### src/rtl/regfile_scoreboard_if.sv
// rtl/regfile_scoreboard_if.sv - read/write/reserve bus for the register file scoreboard
// Ports (master = issuing pipeline, slave = register file):
//   rs_rt            master->slave  packed read addresses, rs in upper half, rt in lower half
//   val_rs, val_rt   slave->master  read data
//   rs_busy, rt_busy slave->master  source register has an outstanding reservation
//   we, rwd, wb_data master->slave  write-back port
//   rsv_en, rsv_addr master->slave  destination reservation port
//   pend_cnt         slave->master  number of registers currently reserved
interface regfile_scoreboard_if #(
    parameter int DATA_W = 32,
    parameter int ADDR_W = 5
);
    logic [2*ADDR_W-1:0] rs_rt;
    logic [DATA_W-1:0]   val_rs;
    logic [DATA_W-1:0]   val_rt;
    logic                rs_busy;
    logic                rt_busy;
    logic                we;
    logic [ADDR_W-1:0]   rwd;
    logic [DATA_W-1:0]   wb_data;
    logic                rsv_en;
    logic [ADDR_W-1:0]   rsv_addr;
    logic [ADDR_W:0]     pend_cnt;

    modport master (
        output rs_rt, we, rwd, wb_data, rsv_en, rsv_addr,
        input  val_rs, val_rt, rs_busy, rt_busy, pend_cnt
    );

    modport slave (
        input  rs_rt, we, rwd, wb_data, rsv_en, rsv_addr,
        output val_rs, val_rt, rs_busy, rt_busy, pend_cnt
    );
endinterface

### src/rtl/regfile_scoreboard.sv
// rtl/regfile_scoreboard.sv - two-read one-write register file with per-register reservation scoreboard
// Ports:
//   CLK  sole clock, all state updates on the rising edge
//   RST  synchronous active-high reset, reloads contents per INIT_MODE and clears all reservations
//   bus  slave side of regfile_scoreboard_if (read ports, write-back, reserve, busy flags, pend_cnt)
module regfile_scoreboard #(
    parameter int DATA_W    = 32,
    parameter int ADDR_W    = 5,
    parameter int INIT_MODE = 1,
    parameter int BYPASS    = 1
) (
    input  logic               CLK,
    input  logic               RST,
    regfile_scoreboard_if.slave bus
);
    localparam int DEPTH = 1 << ADDR_W;

    logic [DATA_W-1:0] regs [DEPTH];
    logic [DEPTH-1:0]  pending;
    logic [ADDR_W:0]   cnt;

    logic [ADDR_W-1:0] rs;
    logic [ADDR_W-1:0] rt;
    logic              wr_ok;
    logic              rsv_ok;
    logic              fwd_rs;
    logic              fwd_rt;
    logic              set_new;
    logic              clr_old;

    assign rs = bus.rs_rt[2*ADDR_W-1:ADDR_W];
    assign rt = bus.rs_rt[ADDR_W-1:0];

    always_comb begin
        wr_ok   = bus.we && (bus.rwd != '0);
        rsv_ok  = bus.rsv_en && (bus.rsv_addr != '0);
        fwd_rs  = (BYPASS != 0) && wr_ok && (bus.rwd == rs);
        fwd_rt  = (BYPASS != 0) && wr_ok && (bus.rwd == rt);
        // Population changes only on a genuine 0->1 or 1->0 transition. A write that
        // lands on a register being re-reserved in the same cycle leaves its bit set.
        set_new = rsv_ok && !pending[bus.rsv_addr];
        clr_old = wr_ok && pending[bus.rwd] && !(rsv_ok && (bus.rsv_addr == bus.rwd));
    end

    // Register 0 is hardwired to zero on the read side; its storage is never read out.
    always_comb begin
        bus.val_rs = '0;
        bus.val_rt = '0;
        if (rs != '0) begin
            bus.val_rs = fwd_rs ? bus.wb_data : regs[rs];
        end
        if (rt != '0) begin
            bus.val_rt = fwd_rt ? bus.wb_data : regs[rt];
        end
    end

    // A forwarded write-back resolves the hazard this cycle, so busy drops with it.
    assign bus.rs_busy  = pending[rs] && !fwd_rs;
    assign bus.rt_busy  = pending[rt] && !fwd_rt;
    assign bus.pend_cnt = cnt;

    always_ff @(posedge CLK) begin
        if (RST) begin
            for (int i = 0; i < DEPTH; i++) begin
                regs[i] <= (INIT_MODE == 1) ? DATA_W'(i) : '0;
            end
            pending <= '0;
            cnt     <= '0;
        end else begin
            if (wr_ok) begin
                regs[bus.rwd]    <= bus.wb_data;
                pending[bus.rwd] <= 1'b0;
            end
            // Later assignment wins, so a same-cycle reservation overrides the clear.
            if (rsv_ok) begin
                pending[bus.rsv_addr] <= 1'b1;
            end
            case ({set_new, clr_old})
                2'b10:   cnt <= cnt + (ADDR_W+1)'(1);
                2'b01:   cnt <= cnt - (ADDR_W+1)'(1);
                default: cnt <= cnt;
            endcase
        end
    end
endmodule
### src/flat_wrapper.sv
// flat-port wrapper written by rule: the top's interface ports become plain ports
module regfile_scoreboard_flat 
#(
    parameter int DATA_W    = 32,
    parameter int ADDR_W    = 5,
    parameter int INIT_MODE = 1,
    parameter int BYPASS    = 1
)
  (CLK, RST, bus_rs_rt, bus_we, bus_rwd, bus_wb_data, bus_rsv_en, bus_rsv_addr, bus_val_rs, bus_val_rt, bus_rs_busy, bus_rt_busy, bus_pend_cnt);
  regfile_scoreboard_if #(.DATA_W(DATA_W), .ADDR_W(ADDR_W)) bus_i ();
  input  logic CLK;
  input  logic RST;
  input wire logic [$bits(bus_i.rs_rt)-1:0] bus_rs_rt;
  input wire logic [$bits(bus_i.we)-1:0] bus_we;
  input wire logic [$bits(bus_i.rwd)-1:0] bus_rwd;
  input wire logic [$bits(bus_i.wb_data)-1:0] bus_wb_data;
  input wire logic [$bits(bus_i.rsv_en)-1:0] bus_rsv_en;
  input wire logic [$bits(bus_i.rsv_addr)-1:0] bus_rsv_addr;
  output wire logic [$bits(bus_i.val_rs)-1:0] bus_val_rs;
  output wire logic [$bits(bus_i.val_rt)-1:0] bus_val_rt;
  output wire logic [$bits(bus_i.rs_busy)-1:0] bus_rs_busy;
  output wire logic [$bits(bus_i.rt_busy)-1:0] bus_rt_busy;
  output wire logic [$bits(bus_i.pend_cnt)-1:0] bus_pend_cnt;
  assign bus_i.rs_rt = bus_rs_rt;
  assign bus_i.we = bus_we;
  assign bus_i.rwd = bus_rwd;
  assign bus_i.wb_data = bus_wb_data;
  assign bus_i.rsv_en = bus_rsv_en;
  assign bus_i.rsv_addr = bus_rsv_addr;
  assign bus_val_rs = bus_i.val_rs;
  assign bus_val_rt = bus_i.val_rt;
  assign bus_rs_busy = bus_i.rs_busy;
  assign bus_rt_busy = bus_i.rt_busy;
  assign bus_pend_cnt = bus_i.pend_cnt;
  regfile_scoreboard #(.DATA_W(DATA_W), .ADDR_W(ADDR_W), .INIT_MODE(INIT_MODE), .BYPASS(BYPASS)) u_core (.CLK(CLK), .RST(RST), .bus(bus_i));
endmodule
### config.mk
export PLATFORM = sky130hd
export DESIGN_NAME = regfile_scoreboard_flat
export DESIGN_NICKNAME = d
export VERILOG_FILES = /design/src/rtl/regfile_scoreboard_if.sv /design/src/rtl/regfile_scoreboard.sv /design/src/flat_wrapper.sv
export SDC_FILE = /design/constraint.sdc
export NUM_CORES = 2
export LEC_CHECK = 0
export CAP_MARGIN = 40
export CORE_MARGIN = 3
export CORE_UTILIZATION = 58
export DETAILED_ROUTE_END_ITERATION = 12
export PLACE_DENSITY = 0.75
export SLEW_MARGIN = 10
export SYNTH_ARGS = -nofsm -noshare
export SYNTH_HDL_FRONTEND = slang
export SYNTH_SLANG_ARGS = --single-unit
### constraint.sdc
create_clock -name CLK -period 9.1 [get_ports CLK]
set_input_delay 1.82 -clock CLK [delete_from_list [all_inputs] [get_ports CLK]]
set_output_delay 1.82 -clock CLK [all_outputs]
set_load 0.01 [all_outputs]
==> results.toml <==
[final_layout]
syn_to_final_growth_pct = 11.1
multi_input_area_um2 = 24900
seq_area_um2 = 31500
nNetsFinal = 3970
fin_util = 0.653
layout-drive-gt1-share = 0.245
fillers = 6843

[die]
design.die.area_um2 = 104000
die_w_um = 322
ios = 128
start_util = 0.588
dieHeight_um = 322
core_area_um2 = 98900
rows = 115

[critical_path]
end_kind = "output port"
cp_slowest_cell = "clkdlybuf4s50_1"
cp_cell_sequence = "clkdlybuf4s50_1 > or3_1 > o31ai_4 > buf_8 > nor3_4 > buf_4 > nor3_1 > a221oi_1 > clkdlybuf4s50_1"
max_stage_delay_ns = 0.87
critPathTopFamily = "buffers and inverters"
path_max_fanout = 17
arrival_ns = 5.75
critPathKind = "input pin to output port"
critPathRequiredTime_ns = 7.28
cpMostUsedCell = "clkdlybuf4s50_1"
setup.worst_path.start_class = "input pin"
critPathBufInv = 4

[synth]
yosys-top-cells-count = "1,024 x edfxtp_1, 855 x and2_1, 555 x mux4_2"
synth.avg_cell_area_um2 = 15.0
yosysMostFrequentCell = "edfxtp_1"
synth_cells = 3883
netlist.area_leader.share = 0.529
ys_types = 62
synth-edff-count = 1024
yosysWarningCount = 0
synth_area_leader_cell = "edfxtp_1"
ys_seq_area_frac = 0.542
syn_area_um2 = 58100
ys_seq_elements = 1062
synthTopCellsByArea = "edfxtp_1 53%, mux4_2 22%, and2_1 9.2%, mux2i_1 2.3%, clkbuf_1 1.8%"
async_reset_ff_frac = 0
synth_ff_type = "edfxtp_1"

[route]
ant_nets = 0
wire_per_inst_um = 36.4
drc = 0
num_vias = 38900
drt_first_iter_violations = 6812
dr.pass1.iters = 11
via_per_inst = 7.36
wl_um = 192000

[clock_network]
cts_buffers = 110
root_buffer = "clkbuf_16"
clock_latency_ns = 0.68
htreeDepth = 3
cts_tree = "done"
cts_buffer_depth = 3
path_clk_slew_ns = 0.06
cts_sinks = 1062
cts_setup_buffers = 0
cts_hold_buf = 0
postCtsResizedCells = 0

[timing]
finalCritPeriodShare = 0.832
whs_ns = 0.493
maxClockFrequency_mhz = 132
fin_worst_skew_ns = 0.00487
worst_pin_slew_ns = 0.988
post-route-min-period_ns = 7.57
slew_headroom = 0.339
maxSlewViolCount = 0
rsz0062_at_grt = "no"
hold_viol = 0
setup_viol_count_final = 0
setup_ws_ns = 1.53
setup_tns_ns = 0

[global_routing]
grt_max_degree = 90
grt_first_pass_wirelength_um = 276000
grt_overflow = 0
grt_pass1_vias = 38700
antenna_found_initial = 7
grt_use_total = 0.375

[power_and_ir_drop]
power.density_nw_per_um2 = 181
fin_total_pwr_mw = 11.7
leakage_nw = 21.9
ir_drop_mv = 0.193

[run]
max_cap_viol_count = 0

[placement]
place_ws_ns = 1.69
gp_congestion = 0.962
numPortBuffers = 127
hpwl_um = 117000

[outcome]
status = "completed"

[worst_hold_path]
min_path_type = "register to register"
[final cells by class]
| type | count | area share |
|---|---|---|
| tap | 1287 | 0.0250 |
| timing repair buffer | 308 | 0.0484 |
| antenna | 3 | 0.000116 |
| multi-input combinational | 2389 | 0.386 |
| clock buffer | 142 | 0.0455 |
| inverter | 37 | 0.00219 |
| sequential | 1062 | 0.488 |
| clock inverter | 56 | 0.00504 |
[cells in the final DEF, fill, tap and decap left out, types with 6 or more instances in the layout]
cell,count
buf_16,8
nor2_4,6
a221oi_1,23
a21oi_1,54
buf_12,19
o21ai_0,32
a21o_2,22
nor4_1,7
mux2_2,9
mux4_2,555
o21bai_4,7
buf_4,136
a221o_1,61
buf_8,17
nor2_2,25
nor2_1,27
mux2i_1,134
and2_1,855
a211oi_1,115
nand3_1,7
clkbuf_16,113
clkinv_2,20
clkdlybuf4s50_1,117
clkinv_1,30
or3_1,90
nor2b_1,67
nor3_1,76
inv_1,33
edfxtp_1,1024
clkbuf_1,29
o22ai_1,23
xnor2_1,13
dfxtp_1,38
conb_1,32
nand2_1,65
buf_2,7
and3_1,17
[cell families after synthesis]
group,after synthesis,share of synthesized area
compound gates,362,0.0465
xor+xnor,18,0.00271
fa+ha+maj,6,0.00142
buf+inv,463,0.0353
flops,1062,0.542
mux,698,0.240
other cells,1,0.0000645
simple gates,1273,0.132
[power breakdown]
group	leakage [nW]	internal [mW]	switching, mW
clock	1.60	2.31	1.90
sequential	10.1	5.63	0.140
combinational	10.1	0.715	0.969
total	21.9	8.66	3.01
[worst paths after layout]
path,from,slack (ns),end,depth (start not counted)
worst max-delay path,bus_rwd[4],1.53,bus_val_rt[6],9
worst min-delay path,u_core.bus.pend_cnt[2],0.49,u_core.bus.pend_cnt[2],2
worst min register to register,u_core.bus.pend_cnt[2],0.49,u_core.bus.pend_cnt[2],2
worst max register to register,u_core.pending[19],5.31,u_core.bus.pend_cnt[5],11
[routing by layer]
layer	part of all wire	global-route usage	wire length (µm)
met1	0.34	0.510	65700
met3	0.15	0.114	29700
met5	0	0	0
met4	0.062	0.187	11900
met2	0.44	0.554	85200
[flip-flops by register name (all words and copies together), names as in the netlist]
name                 cells
u_core.regs           1024
u_core.pending          32
u_core.bus.pend_cnt      6
[worst min-delay path, cell delays in order (launching register included)]
cell	delay [ns]
dfxtp_1	0.32
nand2_1	0.07
a21oi_1	0.05
[per-stage QoR]
stage,area [µm²],cells
finish,64500,5284
global route,64500,5281
CTS,64500,5281
detailed placement,61300,5083
global placement,60700,5048
floorplan,58200,3914
Power figures use the tool's default switching activity.
